==> src/rtl/nibble_add_seq.sv <==
// Purpose : sequential multi-precision adder; one shared 4-bit add slice, LS nibble first.
// Latency : start accepted at edge T -> busy for NIBBLES cycles, done pulse in cycle T+NIBBLES+1.
// Backpr. : none; start is sampled only in IDLE and ignored while busy/done.
//
// Ports:
//   clk, rst_n      clock, asynchronous active-low reset
//   start           request an addition (sampled in IDLE only)
//   da, db, dcin    operands and carry-in, captured on an accepted start
//   busy, done      RUN indicator and one-cycle completion pulse (never both high)
//   dsum, dcarry    registered sum and carry-out of the top nibble
module nibble_add_seq #(
    parameter int NIBBLES = 4
) (
    input  logic                   clk,
    input  logic                   rst_n,
    input  logic                   start,
    input  logic [4*NIBBLES-1:0]   da,
    input  logic [4*NIBBLES-1:0]   db,
    input  logic                   dcin,
    output logic                   busy,
    output logic                   done,
    output logic [4*NIBBLES-1:0]   dsum,
    output logic                   dcarry
);

    localparam int W  = 4 * NIBBLES;
    // A single-nibble build still needs a 1-bit index register.
    localparam int IW = (NIBBLES > 1) ? $clog2(NIBBLES) : 1;

    localparam logic [1:0] ST_IDLE = 2'd0;
    localparam logic [1:0] ST_RUN  = 2'd1;
    localparam logic [1:0] ST_DONE = 2'd2;

    logic [1:0]    state;
    logic [IW-1:0] idx;
    logic          carry;
    logic [W-1:0]  a_reg;
    logic [W-1:0]  b_reg;

    logic [3:0]    a_nib;
    logic [3:0]    b_nib;
    logic [4:0]    nsum;
    logic          last;

    // Nibble selection from the captured operands by the current index.
    always_comb begin
        a_nib = 4'h0;
        b_nib = 4'h0;
        for (int i = 0; i < NIBBLES; i++) begin
            if (idx == IW'(i)) begin
                a_nib = a_reg[4*i +: 4];
                b_nib = b_reg[4*i +: 4];
            end
        end
        nsum = {1'b0, a_nib} + {1'b0, b_nib} + {4'b0000, carry};
        last = (idx == IW'(NIBBLES - 1));
    end

    always_ff @(posedge clk or negedge rst_n) begin
        if (!rst_n) begin
            state  <= ST_IDLE;
            idx    <= '0;
            carry  <= 1'b0;
            a_reg  <= '0;
            b_reg  <= '0;
            dsum   <= '0;
            dcarry <= 1'b0;
            busy   <= 1'b0;
            done   <= 1'b0;
        end else begin
            case (state)
                ST_IDLE: begin
                    if (start) begin
                        a_reg  <= da;
                        b_reg  <= db;
                        carry  <= dcin;
                        idx    <= '0;
                        dsum   <= '0;
                        dcarry <= 1'b0;
                        busy   <= 1'b1;
                        state  <= ST_RUN;
                    end
                end
                ST_RUN: begin
                    for (int i = 0; i < NIBBLES; i++) begin
                        if (idx == IW'(i)) begin
                            dsum[4*i +: 4] <= nsum[3:0];
                        end
                    end
                    carry <= nsum[4];
                    if (last) begin
                        dcarry <= nsum[4];
                        busy   <= 1'b0;
                        done   <= 1'b1;
                        state  <= ST_DONE;
                    end else begin
                        idx <= idx + 1'b1;
                    end
                end
                ST_DONE: begin
                    done  <= 1'b0;
                    state <= ST_IDLE;
                end
                default: begin
                    busy  <= 1'b0;
                    done  <= 1'b0;
                    state <= ST_IDLE;
                end
            endcase
        end
    end

endmodule
==> config.mk <==
export PLATFORM = sky130hd
export DESIGN_NAME = nibble_add_seq
export DESIGN_NICKNAME = d
export VERILOG_FILES = /design/src/rtl/nibble_add_seq.sv
export SDC_FILE = /design/constraint.sdc
export NUM_CORES = 1
export LEC_CHECK = 0
export BUFFER_PORTS_ARGS = -buffer_cell sky130_fd_sc_hd__buf_2
export CAP_MARGIN = 15
export CORE_MARGIN = 2
export CORE_UTILIZATION = 55
export DETAILED_ROUTE_END_ITERATION = 10
export PLACE_DENSITY = 0.86
export SYNTH_ARGS = -nofsm -noshare
export SYNTH_HDL_FRONTEND = slang
export SYNTH_SLANG_ARGS = --single-unit
==> constraint.sdc <==
create_clock -name clk -period 3.14 [get_ports clk]
set_input_delay 0.471 -clock clk [delete_from_list [all_inputs] [get_ports clk]]
set_output_delay 0.471 -clock clk [all_outputs]
set_load 0.01 [all_outputs]
# After elaboration in Yosys (flattened, before gate mapping)
# Index checks and enable logic that the tools add are counted.
# classes
n_addsub	3
eq_ne	11
mux	30
n_bitwise	2
n_reduce_logical	13
# ops
cell	count
4-bit two-way mux	12
16-bit one-hot mux with 2 select lines	1
3-bit AND reduction	6
16-bit two-way mux	1
2-bit inequality test, second input constant	6
2-bit two-way mux	4
2-bit one-hot mux with 2 select lines	2
2-bit AND reduction	4
2-bit equality test, second input constant	3
1-bit two-way mux	6
1-bit one-hot mux with 2 select lines	3
4-bit by 4-bit adder with 5-bit output	1
5-bit by 1-bit adder with 5-bit output	1
2-bit by 1-bit equality test with 1-bit output, second input constant	2
2-bit logical NOT	2
1-bit one-hot mux with 3 select lines	1
2-bit by 1-bit adder with 2-bit output, second input constant	1
1-bit NOT	2
2-bit nonzero test	1
# totals
register_bits	56
in_bits	36
out_inout_bits	19

# Depth between registers and ports, before layout
# Gate-level depths: netlist of run 1.
# depth
word_depth	9
ltp_mapped	13

# Worst setup path before layout of run 1
# No wires, ideal clock.
# synth_path
path_type	reg2reg
startpoint	reg idx[1]
endpoint	reg dsum[14]
setup_time_ps	66
t_arrival_ps	2752
required_ps	3074
slack_ps	322
stages_incl_launch_ff	13
n_path_buf	2
period_less_slack_ps	2818
cell_sequence	dfrtp_1 inv_1 ha_1 buf_2 buf_2 a221oi_1 nor3_1 a21oi_1 fa_1 fa_1 xor2_1 nor3_1 mux2_2
# synth_via
elab_chain_len	9
elab_cells_between_ends	18
cone_classes	add/sub (2); eq/ne (4); mux (10); reduce/logical (2)
# synth_rtl
element	line	rtl
start: declaration	35	logic [IW-1:0] idx;
start signal: assignment	97	idx <= idx + 1'b1;
2-bit logical NOT	50	if (idx == IW'(i)) begin
4-bit two-way mux (4 in series)	50	
4-bit by 4-bit adder with 5-bit output	55	nsum = {1'b0, a_nib} + {1'b0, b_nib} + {4'b0000, carry};
5-bit by 1-bit adder with 5-bit output	55	
4-bit two-way mux	86	if (idx == IW'(i)) begin
16-bit one-hot mux with 2 select lines	71	case (state)
end signal: indexed assignment	87	dsum[4*i +: 4] <= nsum[3:0];
end: declaration	22	output logic [4*NIBBLES-1:0] dsum,
# Several ways; a longest one is shown, not always the timed one. The select of a mux whose other input is x is not followed.
# A chain may end at the register's enable or synchronous reset.

# Worst setup path after layout of run 1
# layout_path
startpoint	reg idx[0]
endpoint	reg dsum[14]
# The elaborated chain is that of the path after synthesis.

==> metrics.yaml, run 1 <==
skew_ps: 7.64
rows: 26
finalSetupViolCount: 0
switchingPower_uw: 1570
status: "finished clean"
io_buffers: 54
finalPower_uw: 3900
yosysMostFrequentCell: "dfrtp_1"
die_y_um: 75.7
synth_edf_count: 0
r2r-end: "dsum[14]"
grt_start_max_net_pins: 34
crit_type: "reg2reg"
ys_seq_area_share_pct: 49.6
period_needed_ps: 2870
cap_violations: 0
vias: 1984
globalRouteTotalUtil_pct: 21.5
hold_viol_final: 0
wl_per_cell_um: 15.7
arrival_ps: 3120
fillers: 388
dp_hpwl_um: 4200
drv_slew: 0
power_frac_comb_pct: 55.0
grt_pass1_vias: 1842
layout-drive-gt1-share_pct: 37.2
stdcell_area_sq_mm: 0.00328
timing.setup.tns_ps: 0
period_share_pct: 91.5
synth_common_cells: "56 x dfrtp_1, 30 x mux2_4, 18 x nand2_1, 17 x a21oi_1, 17 x o21ai_0"
reg2reg_depth: 11
cts.sinks: 56
yosys.area.top_type_share_pct: 49.6
synth_top_area_cell: "dfrtp_1"
ir_drop_mv: 0.511
dr.pass1.iters: 4
netlist_top_cells_area: "dfrtp_1 50%, mux2_4 16%, ha_1 3.1%, a21oi_1 3.0%, o21ai_0 3.0%"
clkPwrFrac_pct: 11.7
cts_tree: "yes"
place.gp.congestion: 0.842
cts_resized: 0
syn-cell-area_sq_mm: 0.00283
clockBufferDepth: 2
boundaryPins: 55
routed_wl_um: 5690
hold_slack_ps: 197
drc: 0
grt_pass1_wl_um: 9080
path_common_cell: "fa_1"
fmax_mhz: 348
viasPerCell: 5.47
drt_iter0_markers: 133
synth-async-reset-ratio_pct: 100
design.final.nets: 337
crit_path_max_fanout: 11
synth_warnings: 0
initial_core_util_pct: 56.0
yosysUniqueCellTypes: 31
synth.ff_latch_count: 56
cp-end-kind: "flip-flop"
synth.avg_cell_area_sq_um: 12.0
overflow: 0
drtAntennaViolNets: 0
crit_start: "idx[0]"
cts_buffers: 5
synth_top_flop_cell: "dfrtp_1"
antenna_found_initial: 0
power.density_mw_per_mm2: 1190
area_growth_pct: 16.1
power.share.switching_pct: 40.2
timing.rr.start: "idx[0]"
slew_headroom_pct: 52.8
critPathLaunchType: "flip-flop"
p_int_uw: 2330
rsz0062_at_grt: "no"
hold_buffers: 0
dieWidth_um: 75.7
r2r_slack_ps: 270
seqPwrFrac_pct: 33.3
postCtsSetupBuffers: 0
n_antenna_cell: 0
die_area_sq_mm: 0.00573
hold_class: "in2async"
insertion_delay_ps: 310
core-area_sq_mm: 0.00504
tightest_slew_ps: 708
crit_path_cell_trace: "inv_1 -> ha_1 -> buf_4 -> a221oi_1 -> nor3_1 -> a21oi_1 -> fa_1 -> fa_1 -> xor2_1 -> nor3_2 -> mux2_2"
synthCells: 236
h-tree-depth: 2
placed_area_sq_mm: 0.00316
cts_root_buf: "clkbuf_8"
cts.clk_slew.worst_paths_ps: 90
p_leak_uw: 0.00159
slowest_stage: "dfrtp_1"
required_ps: 3390
syn_nets: 281
critical_path.max_stage_delay_ps: 440
[layout by cell type (no fill, tap or decap), types with 6 or more instances in the layout]
cell type	n
dfrtp_1	56
buf_2	54
mux2_4	30
nand2_1	18
a21oi_1	17
o21ai_0	17
nor2b_1	11
nor2_1	10
buf_4	10
mux2i_1	8
a221oi_1	6
ha_1	6
[cell families after synthesis]
group / after synthesis / synth area share (%)
AOI/OAI and AO/OA: 56 / 12.4
xor gates and xnor gates: 2 / 0.620
buffers and inverters: 22 / 4.30
and+or+nand+nor: 50 / 8.59
DFF: 56 / 49.6
adders and majority gates: 9 / 4.52
muxes: 41 / 20.0
[worst max-delay path, delay by kind of cell (launching register included)]
kind / cells / cell delay, ps
AOI/OAI and AO/OA: 2 / 140
xor gates and xnor gates: 1 / 190
adders and majority gates: 3 / 1070
buffers and inverters: 2 / 340
DFF: 1 / 440
muxes: 1 / 210
and+or+nand+nor: 2 / 420
[per-layer routing]
metal	vias up	share of wire, %	global-route usage, %
li1	949	-	-
met1	964	47	31.6
met2	64	47	32.3
met3	7	4.8	4.23
met4	0	1.2	7.21
met5	-	0	0
[worst max-delay path by stage]
stage                     endpoint  slack [ps]
after CTS                 dsum[14]          70
after floorplan           dsum[14]         320
after global routing       dsum[3]          70
final                     dsum[14]         270
after detailed placement  dsum[14]         140
after global placement    dsum[14]         240
[through the flow]
| step | util [%] | instances | worst slack [ps] |
|---|---|---|---|
| after floorplan | - | 236 | 322 |
| after detailed placement | 62.8 | 355 | 141 |
| after global placement | 62.8 | 355 | 242 |
| after CTS | 64.9 | 363 | 71.5 |
| after global routing | 65.0 | 363 | 67.7 |
| final | 65.0 | 363 | 267 |
[power by group through the flow]
stage / logic, uW / registers (uW) / clock network [uW]
final: 2140 / 1300 / 457
after global routing: 2360 / 1340 / 496
after CTS: 2130 / 1300 / 465
after detailed placement: 2090 / 1300 / 0
after global placement: 2050 / 1290 / 0
after floorplan: 1610 / 1250 / 0
[cell type report]
cell class,instances,area (sq um),area share [%]
flip-flops and latches,56,1400,42.7
multi-input cells,158,1310,40.0
repair buffers,64,345,10.5
well taps,70,87.6,2.67
clock buffers,6,72.6,2.21
clock inverters,2,35.0,1.07
inverters,7,26.3,0.801
Power figures use the tool's default switching activity.
==> run 2, diff against run 1 <==
--- a/config.mk
+++ b/config.mk
@@ -7,8 +7,10 @@
 export LEC_CHECK = 0
 export BUFFER_PORTS_ARGS = -buffer_cell sky130_fd_sc_hd__buf_2
 export CAP_MARGIN = 15
+export CELL_PAD_IN_SITES_DETAIL_PLACEMENT = 1
+export CELL_PAD_IN_SITES_GLOBAL_PLACEMENT = 1
 export CORE_MARGIN = 2
-export CORE_UTILIZATION = 55
+export CORE_UTILIZATION = 44
 export DETAILED_ROUTE_END_ITERATION = 10
 export PLACE_DENSITY = 0.86
 export SYNTH_ARGS = -nofsm -noshare
==> metrics.yaml, run 2 (synthesis results as in run 1) <==
path_common_cell: "buf_4"
skew_ps: 12.6  # +4.98 ps
h-tree-depth: 2  # unchanged
layout-drive-gt1-share_pct: 37.5  # +0.26 points
die_area_sq_mm: 0.00708  # +24%
layout_commonest_cell: "dfrtp_1"
place.gp.congestion: 0.828  # -1.7%
grt_pass1_vias: 2265  # +23%
dr.pass1.iters: 4  # unchanged
grt_pass1_wl_um: 11400  # +26%
hold_class: "in2async"
tightest_slew_ps: 655  # -52.8 ps
dp_hpwl_um: 5110  # +22%
stdcell_area_sq_mm: 0.00326  # -0.57%
cts.sinks: 56  # unchanged
routed_wl_um: 6910  # +22%
n_antenna_cell: 0  # unchanged
fillers: 683  # +76%
drc: 0  # unchanged
vias: 2043  # +3.0%
status: "finished clean"
critPathLaunchType: "flip-flop"
cts_tree: "yes"
design.final.nets: 335  # -0.59%
cap_violations: 0  # unchanged
finalSetupViolCount: 0  # unchanged
overflow: 0  # unchanged
grt_start_max_net_pins: 30  # -12%
crit_path_max_fanout: 14  # +3
cts_root_buf: "clkbuf_8"
globalRouteTotalUtil_pct: 20.7  # -0.77 points
period_needed_ps: 2970  # +100 ps
placed_area_sq_mm: 0.00315  # -0.43%
hold_slack_ps: 152  # -45.3 ps
drv_slew: 0  # unchanged
worst_slack_ps: 167  # -100 ps
power.density_mw_per_mm2: 1220  # +3.0%
fmax_mhz: 336  # -3.4%
viasPerCell: 5.55  # +1.6%
rows: 29  # +12%
antenna_found_initial: 0  # unchanged
dieWidth_um: 84.1  # +11%
required_ps: 3340  # -50 ps
drt_iter0_markers: 119  # -11%
initial_core_util_pct: 45.0  # -11 points
critical_path.max_stage_delay_ps: 430  # about the same
clockBufferDepth: 2  # unchanged
crit_type: "reg2reg"
hold_viol_final: 0  # unchanged
io_buffers: 54  # unchanged
insertion_delay_ps: 320  # about the same
area_growth_pct: 15.4
period_share_pct: 94.7  # +3.2 points
slew_headroom_pct: 56.0  # +3.2 points
slowest_stage: "dfrtp_1"
p_leak_uw: 0.00156  # -1.7%
final_cell_mix: "56 x dfrtp_1, 54 x buf_2, 30 x mux2_4"
arrival_ps: 3170  # +50 ps
pre_cts_ws_ps: -16.6  # -158 ps
core-area_sq_mm: 0.00628  # +24%
ir_drop_mv: 0.532  # +4.2%
wl_per_cell_um: 18.8  # +20%
boundaryPins: 55  # unchanged
cts_buffers: 5  # unchanged
drtAntennaViolNets: 0  # unchanged
cp-end-kind: "flip-flop"
die_y_um: 84.1  # +11%
crit_path_cell_trace: "inv_1 -> ha_2 -> buf_4 -> nor2b_1 -> a221oi_1 -> nor3_1 -> a21o_1 -> ha_1 -> a21oi_1 -> o21ai_0 -> xor2_1 -> buf_4 -> a32o_1"
cts.clk_slew.worst_paths_ps: 110  # +20 ps
-- run 2: cell count changes in the layout (fill, tap and decap cells not counted) --
| cell | delta |
|---|---|
| buf_4 | -2 |
| clkbuf_1 | -1 |
| ha_1 | -1 |
| clkinv_4 | +1 |
| bufinv_16 | -1 |
| clkinvlp_4 | +2 |
| clkinv_2 | -1 |
| ha_2 | +1 |
-- run 2: final cells by class --
class	instances	area (sq um)	area share [%]
Inverter	7	26.3	0.806
Clock buffer	5	68.8	2.11
Multi-Input combinational cell	158	1310	40.3
Clock inverter	3	23.8	0.729
Tap cell	77	96.3	2.95
Timing Repair Buffer	62	330	10.1
Sequential cell	56	1400	43.0
-- run 2: worst max-delay path, delay by kind of cell (launching register included) --
family	cells	cell delay [ps]
AOI/OAI and AO/OA	5	1030
adders and majority gates	2	580
buffers and inverters	3	490
DFF	1	430
xor gates and xnor gates	1	180
and+or+nand+nor	2	160
-- run 2: worst paths after layout --
| kind | from | endpoint | slack, ps | depth (start not counted) |
|---|---|---|---|---|
| min reg2reg | dsum[7] | dsum[7] | 500 | 1 |
| max in group asynchronous | rst_n | dsum[11] | 2150 | 2 |
| min in group clk | da[10] | a_reg[10] | 370 | 2 |
| max | idx[1] | dsum[11] | 170 | 13 |
| max reg2reg | idx[1] | dsum[11] | 170 | 13 |
| min | rst_n | a_reg[2] | 150 | 1 |
-- run 2: where the power goes --
| group | internal, uW | switching, uW | total [uW] |
|---|---|---|---|
| registers | 1060 | 243 | 1300 |
| logic | 1080 | 1200 | 2280 |
| clock network | 159 | 250 | 409 |
-- run 2: repair_timing --
| action | CTS | global route |
|---|---|---|
| hold buffers | 0 | 0 |
| setup buffers | 0 | 1 |
| setup endpoints to repair | 4 | 8 |
| endpoints found under the hold margin | 0 | 0 |
| gates resized for setup | 1 | 2 |
| pin swaps | 0 | 1 |
-- run 2: metrics by stage --
step	util, %	power, uW	cells	setup TNS [ps]
final	51.9	3990	368	0
after global routing	51.9	4310	368	-3.60
after CTS	51.7	3930	367	0
after detailed placement	50.2	3490	359	-17.2
after global placement	50.2	3360	359	0
after floorplan	-	2860	236	0
-- run 2: per-layer routing --
layer / GRT usage [%] / routed length (um) / up-vias
met4: 6.01 / 99 / 0
met1: 26.6 / 3010 / 1046
li1: - / - / 945
met2: 35.4 / 3540 / 45
met3: 4.42 / 254 / 7
met5: 0 / 0 / -
==> run 3, diff against run 2 <==
--- a/config.mk
+++ b/config.mk
@@ -10,9 +10,10 @@
 export CELL_PAD_IN_SITES_DETAIL_PLACEMENT = 1
 export CELL_PAD_IN_SITES_GLOBAL_PLACEMENT = 1
 export CORE_MARGIN = 2
-export CORE_UTILIZATION = 44
+export CORE_UTILIZATION = 30
 export DETAILED_ROUTE_END_ITERATION = 10
-export PLACE_DENSITY = 0.86
+export GPL_TIMING_DRIVEN = 0
+export PLACE_DENSITY = 0.64
 export SYNTH_ARGS = -nofsm -noshare
 export SYNTH_HDL_FRONTEND = slang
 export SYNTH_SLANG_ARGS = --single-unit
==> metrics.yaml, run 3 (synthesis results as in run 1) <==
multi_input_area_sq_mm: 0.00132  # +0.67%
die_y_um: 101  # +20%
finish.utilization_pct: 36.7  # -15 points
drtAntennaViolNets: 0  # unchanged
r2r_slack_ps: 210  # +40 ps
layout_commonest_cell: "dfrtp_1"
cts_tree: "yes"
critical_path.max_stage_delay_ps: 430  # about the same
dr.pass1.iters: 4  # unchanged
hold_slack_ps: 158  # +5.92 ps
overflow: 0  # unchanged
vias: 2012  # -1.5%
tightest_slew_ps: 702  # +46.9 ps
cap_violations: 0  # unchanged
arrival_ps: 3130  # -40 ps
routed_wl_um: 6750  # -2.3%
crit_start: "idx[0]"
fmax_mhz: 341  # +1.4%
seq_area_sq_mm: 0.00140  # unchanged
r2r-end: "dsum[14]"
hold_viol_final: 0  # unchanged
dp_hpwl_um: 4920  # -3.7%
drv_slew: 0  # unchanged
drt_iter0_markers: 62  # -48%
path_common_cell: "fa_2"
stdcell_area_sq_mm: 0.00338  # +3.6%
layout-drive-gt1-share_pct: 38.5  # +1.0 points
core-area_sq_mm: 0.00920  # +47%
antenna_found_initial: 0  # unchanged
p_leak_uw: 0.00161  # +3.1%
rows: 35  # +21%
timing.rr.start: "idx[0]"
dieWidth_um: 101  # +20%
period_needed_ps: 2930  # -40.8 ps
area_growth_pct: 19.6
hold_class: "in2async"
final_cell_mix: "56 x dfrtp_1, 55 x buf_2, 30 x mux2_4"
finalSetupViolCount: 0  # unchanged
cts.sinks: 56  # unchanged
ir_drop_mv: 0.312  # -41%
slowest_stage: "dfrtp_1"
h-tree-depth: 2  # unchanged
design.final.nets: 344  # +2.7%
power.density_mw_per_mm2: 1180  # -3.7%
place.gp.congestion: 0.806  # -2.7%
insertion_delay_ps: 300  # -20 ps
cts.clk_slew.worst_paths_ps: 90  # -20 ps
fillers: 1059  # +55%
critPathLaunchType: "flip-flop"
globalRouteTotalUtil_pct: 14.2  # -6.5 points
cp-end-kind: "flip-flop"
grt_pass1_vias: 2082  # -8.1%
n_antenna_cell: 0  # unchanged
crit_path_cell_trace: "inv_1 -> ha_1 -> clkbuf_2 -> nor2b_1 -> nor3_1 -> a21oi_1 -> fa_2 -> fa_2 -> xor2_2 -> nor3_2 -> buf_4 -> mux2_2"
wl_per_cell_um: 16.5  # -12%
skew_ps: 7.68  # -4.94 ps
clockBufferDepth: 2  # unchanged
cp_top_family: "adder cells"
reg2reg_depth: 12  # -1
die_area_sq_mm: 0.0102  # +44%
crit_path_max_fanout: 10  # -4
rsz0062_at_grt: "no"
required_ps: 3330  # about the same
status: "finished clean"
slew_headroom_pct: 52.9  # -3.2 points
io_buffers: 54  # unchanged
drc: 0  # unchanged
placed_area_sq_mm: 0.00325  # +3.3%
grt_pass1_wl_um: 11100  # -2.9%
boundaryPins: 55  # unchanged
grt_start_max_net_pins: 33  # +10%
period_share_pct: 93.4  # -1.3 points
cts_root_buf: "clkbuf_8"
cp_num_buf_inv: 3  # unchanged
crit_type: "reg2reg"
initial_core_util_pct: 30.7  # -14 points
viasPerCell: 4.91  # -12%
cts_buffers: 5  # unchanged
-- run 3: changes by cell type in the layout (fill, tap and decap cells not counted), sizes merged --
cell	previous run	this run
clkbuf	5	12
buf	62	65
clkinvlp	2	0
-- run 3: cell type report --
class	count	area share, %
plain buffers	15	3.41
clock buffers	6	2.15
well taps	111	4.11
multi-input cells	158	39.1
clock inverters	1	0.148
repair buffers	56	8.81
flip-flops and latches	56	41.5
inverters	7	0.777
-- run 3: repair_timing --
item                       4_1_cts  5_1_grt
hold buffers                     0        0
pin swaps                        1        1
buffers inserted                 1        0
gates resized for setup          9        6
setup endpoints to repair        8       11
-- run 3: per-stage QoR --
step	worst slack (ps)	setup TNS [ps]	total power (uW)	cells
floorplan	322	0	2860	236
global placement	-298	-1080	3450	401
detailed placement	-346	-1410	3510	402
CTS	24.5	0	4010	410
global route	41.0	0	4350	410
finish	208	0	3980	410
-- run 3: how the worst max path moves through the flow --
stage	depth (start not counted)	endpoint	slack (ps)
finish	12	dsum[14]	210
global route	12	dsum[5]	40
CTS	13	dsum[14]	20
detailed placement	12	dsum[14]	-350
global placement	12	dsum[14]	-300
floorplan	12	dsum[14]	320
-- run 3: power by group --
group | leakage, uW | internal, uW | switching, uW
clock network | 0.0000410 | 153 | 224
registers | 0.000686 | 1060 | 203
logic | 0.000885 | 1120 | 1230
-- run 3: layer usage --
| metal | global-route usage, % | vias to the layer above | share of wire (%) |
|---|---|---|---|
| met5 | 0 | - | 0 |
| met4 | 3.12 | 0 | 0.93 |
| met3 | 3.26 | 8 | 4.1 |
| met2 | 22.5 | 36 | 46 |
| met1 | 19.9 | 1005 | 49 |
| li1 | - | 963 | - |
-- run 3: worst reg2reg max path: cells and delay by family, from the launching register on --
family / cells / cell delay (ps)
AO/OA/AOI/OAI: 1 / 100
XOR/XNOR: 1 / 180
multiplexers: 1 / 250
buffers and inverters: 3 / 460
adder cells (fa/ha/maj): 3 / 1000
AND/OR/NAND/NOR: 3 / 410
flip-flops: 1 / 430
